**src/rtl/bcd_pkg.sv**
```systemverilog
// bcd_pkg
// Shared definitions for the BCD cascade counter: digit width, largest
// decimal digit value, the digit type and a range check used when
// validating load values.
package bcd_pkg;

   localparam int BCD_W = 4;
   localparam logic [BCD_W-1:0] BCD_MAX = 4'd9;

   typedef logic [BCD_W-1:0] bcd_digit_t;

   // A digit is acceptable if it does not exceed the largest value allowed
   // in its position (9 for ordinary digits, TOP_MSD for the MSD).
   function automatic logic bcd_valid(input bcd_digit_t digit, input bcd_digit_t top);
      return (digit <= top);
   endfunction

endpackage

```
**src/rtl/bcd_digit.sv**
```systemverilog
// bcd_digit
// One BCD digit of the cascade counter.
// Ports:
//   clk_i      - clock, rising edge
//   reset_i    - synchronous active-high clear
//   load_i     - load strobe (load_dig_i is already validated by the top)
//   load_dig_i - digit value to load
//   step_i     - advance this digit (all lower digits terminal and counting)
//   up_i       - 1 = up, 0 = down
//   top_i      - largest value of this digit (9, or TOP_MSD for the MSD)
//   dig_o      - current digit value
//   term_o     - digit is at its terminal value for the current direction
import bcd_pkg::*;

module bcd_digit (
   input  logic       clk_i,
   input  logic       reset_i,
   input  logic       load_i,
   input  logic [3:0] load_dig_i,
   input  logic       step_i,
   input  logic       up_i,
   input  logic [3:0] top_i,
   output logic [3:0] dig_o,
   output logic       term_o
);

   bcd_digit_t dig_q, dig_d;

   assign term_o = up_i ? (dig_q == top_i) : (dig_q == 4'd0);
   assign dig_o  = dig_q;

   always_comb begin
      dig_d = dig_q;
      if (load_i) begin
         dig_d = load_dig_i;
      end else if (step_i) begin
         if (up_i) dig_d = term_o ? 4'd0 : dig_q + 4'd1;
         else      dig_d = term_o ? top_i : dig_q - 4'd1;
      end
   end

   always_ff @(posedge clk_i) begin
      if (reset_i) dig_q <= 4'd0;
      else         dig_q <= dig_d;
   end

endmodule

```
**src/rtl/bcd_cascade_counter.sv**
```systemverilog
// bcd_cascade_counter
// Multi-digit BCD up/down counter with synchronous load, run/stop toggle
// and carry-in/carry-out so several instances chain directly.
// Ports:
//   clk      - clock, rising edge
//   reset    - synchronous active-high clear of all state
//   init     - each sampled 0->1 transition toggles the run flag
//   up       - 1 = count up, 0 = count down
//   cin      - count enable / carry from the lower stage
//   load     - synchronous load strobe (wins over counting)
//   load_val - BCD value to load; out-of-range values load zero
//   count    - current BCD value, digit 0 in bits [3:0]
//   cout     - combinational carry/borrow: high in the cycle that wraps
//   running  - current run flag
//   load_err - one-cycle flag after a rejected load value
import bcd_pkg::*;

module bcd_cascade_counter #(
   parameter int DIGITS  = 2,
   parameter int TOP_MSD = 9
) (
   input  logic                clk,
   input  logic                reset,
   input  logic                init,
   input  logic                up,
   input  logic                cin,
   input  logic                load,
   input  logic [4*DIGITS-1:0] load_val,
   output logic [4*DIGITS-1:0] count,
   output logic                cout,
   output logic                running,
   output logic                load_err
);

   localparam bcd_digit_t TOP_D = bcd_digit_t'(TOP_MSD);

   logic init_q, running_q, load_err_q;
   logic running_d, load_err_d;
   logic rise, step, load_ok;
   logic [4*DIGITS-1:0] load_digs;
   logic [DIGITS-1:0]   term;
   // en[i] = step and digits 0..i-1 all terminal; en[DIGITS] is the carry out.
   logic [DIGITS:0]     en;

   assign rise      = init & ~init_q;
   assign running_d = running_q ^ rise;
   assign step      = running_q & cin & ~load & ~reset;

   always_comb begin
      load_ok = 1'b1;
      for (int i = 0; i < DIGITS; i++) begin
         if (!bcd_valid(load_val[4*i +: 4], (i == DIGITS-1) ? TOP_D : BCD_MAX))
            load_ok = 1'b0;
      end
      load_digs  = load_ok ? load_val : '0;
      load_err_d = load & ~load_ok;
   end

   assign en[0] = step;

   for (genvar g = 0; g < DIGITS; g++) begin : g_digit
      assign en[g+1] = en[g] & term[g];

      bcd_digit u_digit (
         .clk_i      (clk),
         .reset_i    (reset),
         .load_i     (load),
         .load_dig_i (load_digs[4*g +: 4]),
         .step_i     (en[g]),
         .up_i       (up),
         .top_i      ((g == DIGITS-1) ? TOP_D : BCD_MAX),
         .dig_o      (count[4*g +: 4]),
         .term_o     (term[g])
      );
   end

   assign cout     = en[DIGITS];
   assign running  = running_q;
   assign load_err = load_err_q;

   always_ff @(posedge clk) begin
      if (reset) begin
         init_q     <= 1'b0;
         running_q  <= 1'b0;
         load_err_q <= 1'b0;
      end else begin
         init_q     <= init;
         running_q  <= running_d;
         load_err_q <= load_err_d;
      end
   end

endmodule

```
**config.mk**
```make
export PLATFORM = sky130hd
export DESIGN_NAME = bcd_cascade_counter
export DESIGN_NICKNAME = d
export VERILOG_FILES = /design/src/rtl/bcd_pkg.sv /design/src/rtl/bcd_digit.sv /design/src/rtl/bcd_cascade_counter.sv
export SDC_FILE = /design/constraint.sdc
export NUM_CORES = 1
export LEC_CHECK = 0
export ABC_CLOCK_PERIOD_IN_PS = 2500
export CORE_MARGIN = 4
export CORE_UTILIZATION = 50
export DETAILED_ROUTE_END_ITERATION = 8
export HOLD_SLACK_MARGIN = 0.1
export PLACE_DENSITY = 0.79
export SLEW_MARGIN = 20
export SYNTH_ARGS = -nofsm -noshare
export SYNTH_HDL_FRONTEND = slang
export SYNTH_HIERARCHICAL = 1
export SYNTH_SLANG_ARGS = --single-unit
```
**constraint.sdc**
```tcl
create_clock -name clk -period 2.5 [get_ports clk]
set_input_delay 0.375 -clock clk [delete_from_list [all_inputs] [get_ports clk]]
set_output_delay 0.375 -clock clk [all_outputs]
set_load 0.02 [all_outputs]
```
## Word-level counts from Yosys, hierarchy flattened

Cells that the tools add are included.

- Bits in registers: 11
- Output and inout port bits: 11
- Word-level logic and storage cells: 44

- Add/sub/neg operators: 4
- Order comparisons: 2
- Equality and inequality tests: 2
- Multiplexer cells: 15
- Bitwise logic cells: 12
- Reduce and logical (&&, ||, !) cells: 4

Operators by type and width:

| cell | number |
|---|---|
| $mux 4 | 10 |
| $add 4x1->4 const B | 2 |
| $eq 4x4->1 const B | 2 |
| $le 4x4->1 const B | 2 |
| $logic_not 4->1 | 2 |
| $mux 8 | 1 |
| $sub 4x1->4 const B | 2 |
| $and 1x1->1 | 7 |
| $mux 1 | 4 |
| $not 1->1 | 4 |
| $reduce_bool 2->1 | 2 |
| $xor 1x1->1 | 1 |

## Logic depth before layout (Yosys ltp)

- Word-level depth: 6
- Depth in mapped cells: 8
- Depth with buffers taken out: 8

## Modules after synthesis

Netlist, hierarchy kept.

Modules (own cells, without submodules):

| module | instances | cells each | area each (µm²) | seq. area each (µm²) |
|---|---|---|---|---|
| bcd_digit | 2 | 58 | 460.4 | 80.1 |
| bcd_cascade_counter | 1 | 24 | 198.9 | 60.1 |

## Worst setup path before layout

OpenSTA, ideal clock, no wires.

- Path type: reg2reg
- Start point: reg g_digit[0].u_digit.dig_q[1]
- End point: reg g_digit[1].u_digit.dig_q[0]
- Setup time: 0.070 ns
- Arrival: 1.851 ns
- Required time: 2.430 ns
- Slack: 0.579 ns
- Cell stages (with the launch flop): 8
- Cells stage by stage: dfxtp_1 -> xor2_1 -> nor4_2 -> a21o_2 -> and2_1 -> inv_1 -> a2111o_1 -> a21oi_1

- Cells in the longest elaborated chain, start to end: 4
- Elaborated cells on any way between the ends: 5
- Classes of those cells: 1 x eq/ne; 1 x mux; 1 x bitwise; 2 x reduce/logical

RTL lines:

| what | RTL line | source |
|---|---|---|
| from (decl) | bcd_digit.sv:27 | `bcd_digit_t dig_q, dig_d;` |
| from (signal assigned) | bcd_digit.sv:44 | `else dig_q <= dig_d;` |
| $eq 4x4->1 / $logic_not 4->1 (equally long branches) | bcd_digit.sv:29 | `assign term_o = up_i ? (dig_q == top_i) : (dig_q == 4'd0);` |
| $mux 1 (*) | bcd_digit.sv:29 |  |
| via term[0] | bcd_cascade_counter.sv:41 | `logic [DIGITS-1:0] term;` |
| $and 1x1->1 (*) | bcd_cascade_counter.sv:62 | `assign en[g+1] = en[g] & term[g];` |
| via en[1] | bcd_cascade_counter.sv:43 | `logic [DIGITS:0] en;` |
| $reduce_bool 2->1 (no source line) (*) | -- |  |
| to (signal assigned) | bcd_digit.sv:44 |  |
| to (decl) | bcd_digit.sv:27 |  |

Mark *: on every way through the listed nets, which the timed path passes. The rest lies on a longest branch.
A chain may end at the register's enable or synchronous reset.

## Worst setup path in the final report

- Start point: reg g_digit[0].u_digit.dig_q[0]
- End point: out cout

- Cells in the longest elaborated chain, start to end: 4
- Elaborated cells on any way between the ends: 5
- Classes of those cells: 1 x eq/ne; 1 x mux; 2 x bitwise; 1 x reduce/logical

RTL lines:

| what | RTL line | source |
|---|---|---|
| $eq 4x4->1 / $logic_not 4->1 (equally long branches) | bcd_digit.sv:29 |  |
| $mux 1 (*) | bcd_digit.sv:29 |  |
| via term[0] | bcd_cascade_counter.sv:41 |  |
| $and 1x1->1 (*) (2 in series) | bcd_cascade_counter.sv:62 |  |
| to (decl) | bcd_cascade_counter.sv:30 | `output logic cout,` |

Marked as above.

==> impl_metrics.yaml <==
synth:
  ys_warn_count: 6
  netlist_instances: 140
  synth_area_leader_cell: "dfxtp_1"
  yosys_most_used_dff: "dfxtp_1"
  async_flop_share_pct: 0
  ys_types: 35
  ys_top_cells_by_count: "a21oi_1 (15), dfxtp_1 (11), inv_1 (10), nand2_1 (10), xor2_1 (10)"
  synth_top_cell_area_share_pct: 19.7
  ys_seq_area_share_pct: 19.7
  ys_ff_latch: 11
  synth_area_leaders: "dfxtp_1 (20%), xor2_1 (7.8%), a21oi_1 (6.7%)"
  netlist_area_sq_mm: 0.00112
  synth_edf_count: 0
  avgSynthCellArea_sq_um: 8.00
  synth.most_common_cell: "a21oi_1"
timing:
  finalSetupTns_ns: 0
  fmax_mhz: 436
  setup_slack_ns: 0.206
  min_period_over_period_pct: 91.8
  min_period_ns: 2.29
  hold_slack_ns: 0.559
  final-hold-violation-count: 0
  final-max-slew-violation-count: 0
  setup_violations: 0
  finClkSkew_ns: 0.00537
  rsz0062_at_grt: "false"
cts:
  cts.sinks: 11
  cts_tree: "built"
  clkTransAtPathRegs_ns: 0.07
  hold_buffers: 0
  clkLatencyLatePin_ns: 0.27
  cts_setup_buffers: 0
  cts_buffer_depth: 2
  h-tree-depth: 1
  numCtsBuffers: 3
  cts_root_buf: "clkbuf_4"
  cts.repair.resized: 2
setup_path:
  crit_chain: "inv_1 -> ha_1 -> nor4b_4 -> a21o_2 -> and3_1 -> dlygate4sd2_1"
  worstSetupPathType: "flop to primary output"
  path_max_fanout: 7
  endpoint_kind: "primary output"
  slowest_stage: "dfxtp_1"
  max_stage_delay_ns: 0.46
  critPathLaunchType: "flop"
  required_ns: 2.12
  cp.arrival_ns: 1.92
job:
  drv_cap: 0
cells_and_area:
  drive_above_1_share_pct: 17.6
  diodes: 0
  syn_to_final_growth_pct: 35.3
  fin_cells: 215
  nets: 207
outcome:
  status: "completed"
routing:
  ant_nets: 0
  post_drt_via_cell_ratio: 5.34
  dr.first_iter.drc_count: 24
  totalWireLength_um: 2680
  drcViolationCount: 0
  routedWlPerCell_um: 12.5
  dr.pass1.iters: 4
  vias: 1148
power:
  p_leak_nw: 0.684
  max-vdd-ir-drop_mv: 0.352
  p_per_area_mw_per_mm2: 347
  finalPower_mw: 0.525
placement:
  place_ws_ns: 0.0732
  dp_hpwl_um: 2140
  numPlacedInstances: 211
  io_buffers: 24
  globalplace.congestion: 0.921
die:
  fp-row-count: 16
  die_h_um: 55.3
  initial_utilization_pct: 54.8
  coreArea_sq_mm: 0.00204
  die_x_um: 55.3
  io_pins: 25
  die-area_sq_mm: 0.00306
global_route:
  overflow: 0
  grtUsageTotal_pct: 17.3
  grt_pass1_vias: 1104
  grt_pass1_wl_um: 4560
  antenna_found_initial: 0
  grt_max_degree: 20
worst_hold_path:
  hold_path_class: "flop to flop"
## layout by cell type (no fill, tap or decap), types with 2 or more instances in the layout
| cell type | n |
|---|---|
| nor3b_1 | 2 |
| or2_2 | 2 |
| o21ai_2 | 2 |
| a21o_2 | 2 |
| xnor2_1 | 3 |
| o221a_2 | 4 |
| a31oi_1 | 2 |
| nor4b_4 | 2 |
| buf_4 | 14 |
| nor2b_1 | 5 |
| nand3b_1 | 2 |
| mux2i_1 | 4 |
| o21ai_0 | 6 |
| and3_1 | 9 |
| nor4_2 | 2 |
| xor2_1 | 10 |
| nor3_1 | 4 |
| nor2_1 | 3 |
| or3_1 | 2 |
| ha_1 | 4 |
| inv_1 | 10 |
| clkdlybuf4s50_1 | 23 |
| clkbuf_4 | 3 |
| a2111o_1 | 2 |
| conb_1 | 16 |
| o31ai_1 | 2 |
| dfxtp_1 | 10 |
| o22ai_1 | 4 |
| nand2_1 | 10 |
| a21oi_1 | 15 |
| nand3_1 | 2 |
## cells by family after synthesis
kind of cell,count (synthesis),synth area share [%]
compound gates,39,23.2
xor+xnor,13,10.2
fa+ha+maj,4,4.47
buf+inv,18,8.94
flops,11,19.7
mux,4,3.58
other cells,2,0.671
simple gates,49,29.3
## metal layers
metal  vias to the layer above  global-route usage [%]  wire, um
met4                         0                    4.51         0
met3                         0                    2.33       141
li1                        579                       -         -
met1                       539                    21.4      1230
met5                         -                       0         0
met2                        30                    30.9      1310
## worst max-delay path: cells and delay by family (launching register included)
kind / cells / cell delay, ns
buffers and inverters: 2 / 0.45
and+or+nand+nor: 2 / 0.29
DFF: 1 / 0.46
adders and majority gates: 1 / 0.27
AOI/OAI and AO/OA: 1 / 0.19
## report_power, final
group	leakage [nW]	total, mW	internal (mW)	switching, mW
clock	0.0150	0.127	0.0618	0.0656
sequential	0.0906	0.195	0.185	0.0103
combinational	0.579	0.203	0.106	0.0972
## path summary, 6_finish.rpt
check | start | endpoint | slack (ns) | depth (start not counted)
setup / recovery | g_digit[0].u_digit/dig_o[0]$_SDFFE_PP0P_ | cout | 0.21 | 6
hold reg to reg | init_q$_SDFF_PP0_ | running$_SDFF_PP0_ | 0.56 | 3
hold / removal | init_q$_SDFF_PP0_ | running$_SDFF_PP0_ | 0.56 | 3
setup reg to reg | g_digit[0].u_digit/dig_o[0]$_SDFFE_PP0P_ | g_digit[1].u_digit/dig_o[0]$_SDFFE_PP0P_ | 0.52 | 8
## layout make-up
cell class,instances,area [sq um]
multi-input cells,125,852
well taps,27,33.8
clock buffers,4,26.3
inverters,10,37.5
repair buffers,38,344
flip-flops and latches,11,221
fillers,176,527
## per-stage QoR
step	utilization (%)	cell area, sq um
2_1_floorplan	-	1170
6_report	74.2	1520
3_3_place_gp	72.9	1490
3_5_place_dp	72.9	1490
4_1_cts	74.2	1520
5_1_grt	74.2	1520
## state kept, by name, indices dropped and copies added, names as in the netlist
register,count
load_err,1
running,1
init_q,1
g_digit.u_digit/dig_o,8
Note: power is estimated with default switching activity, not from simulation.
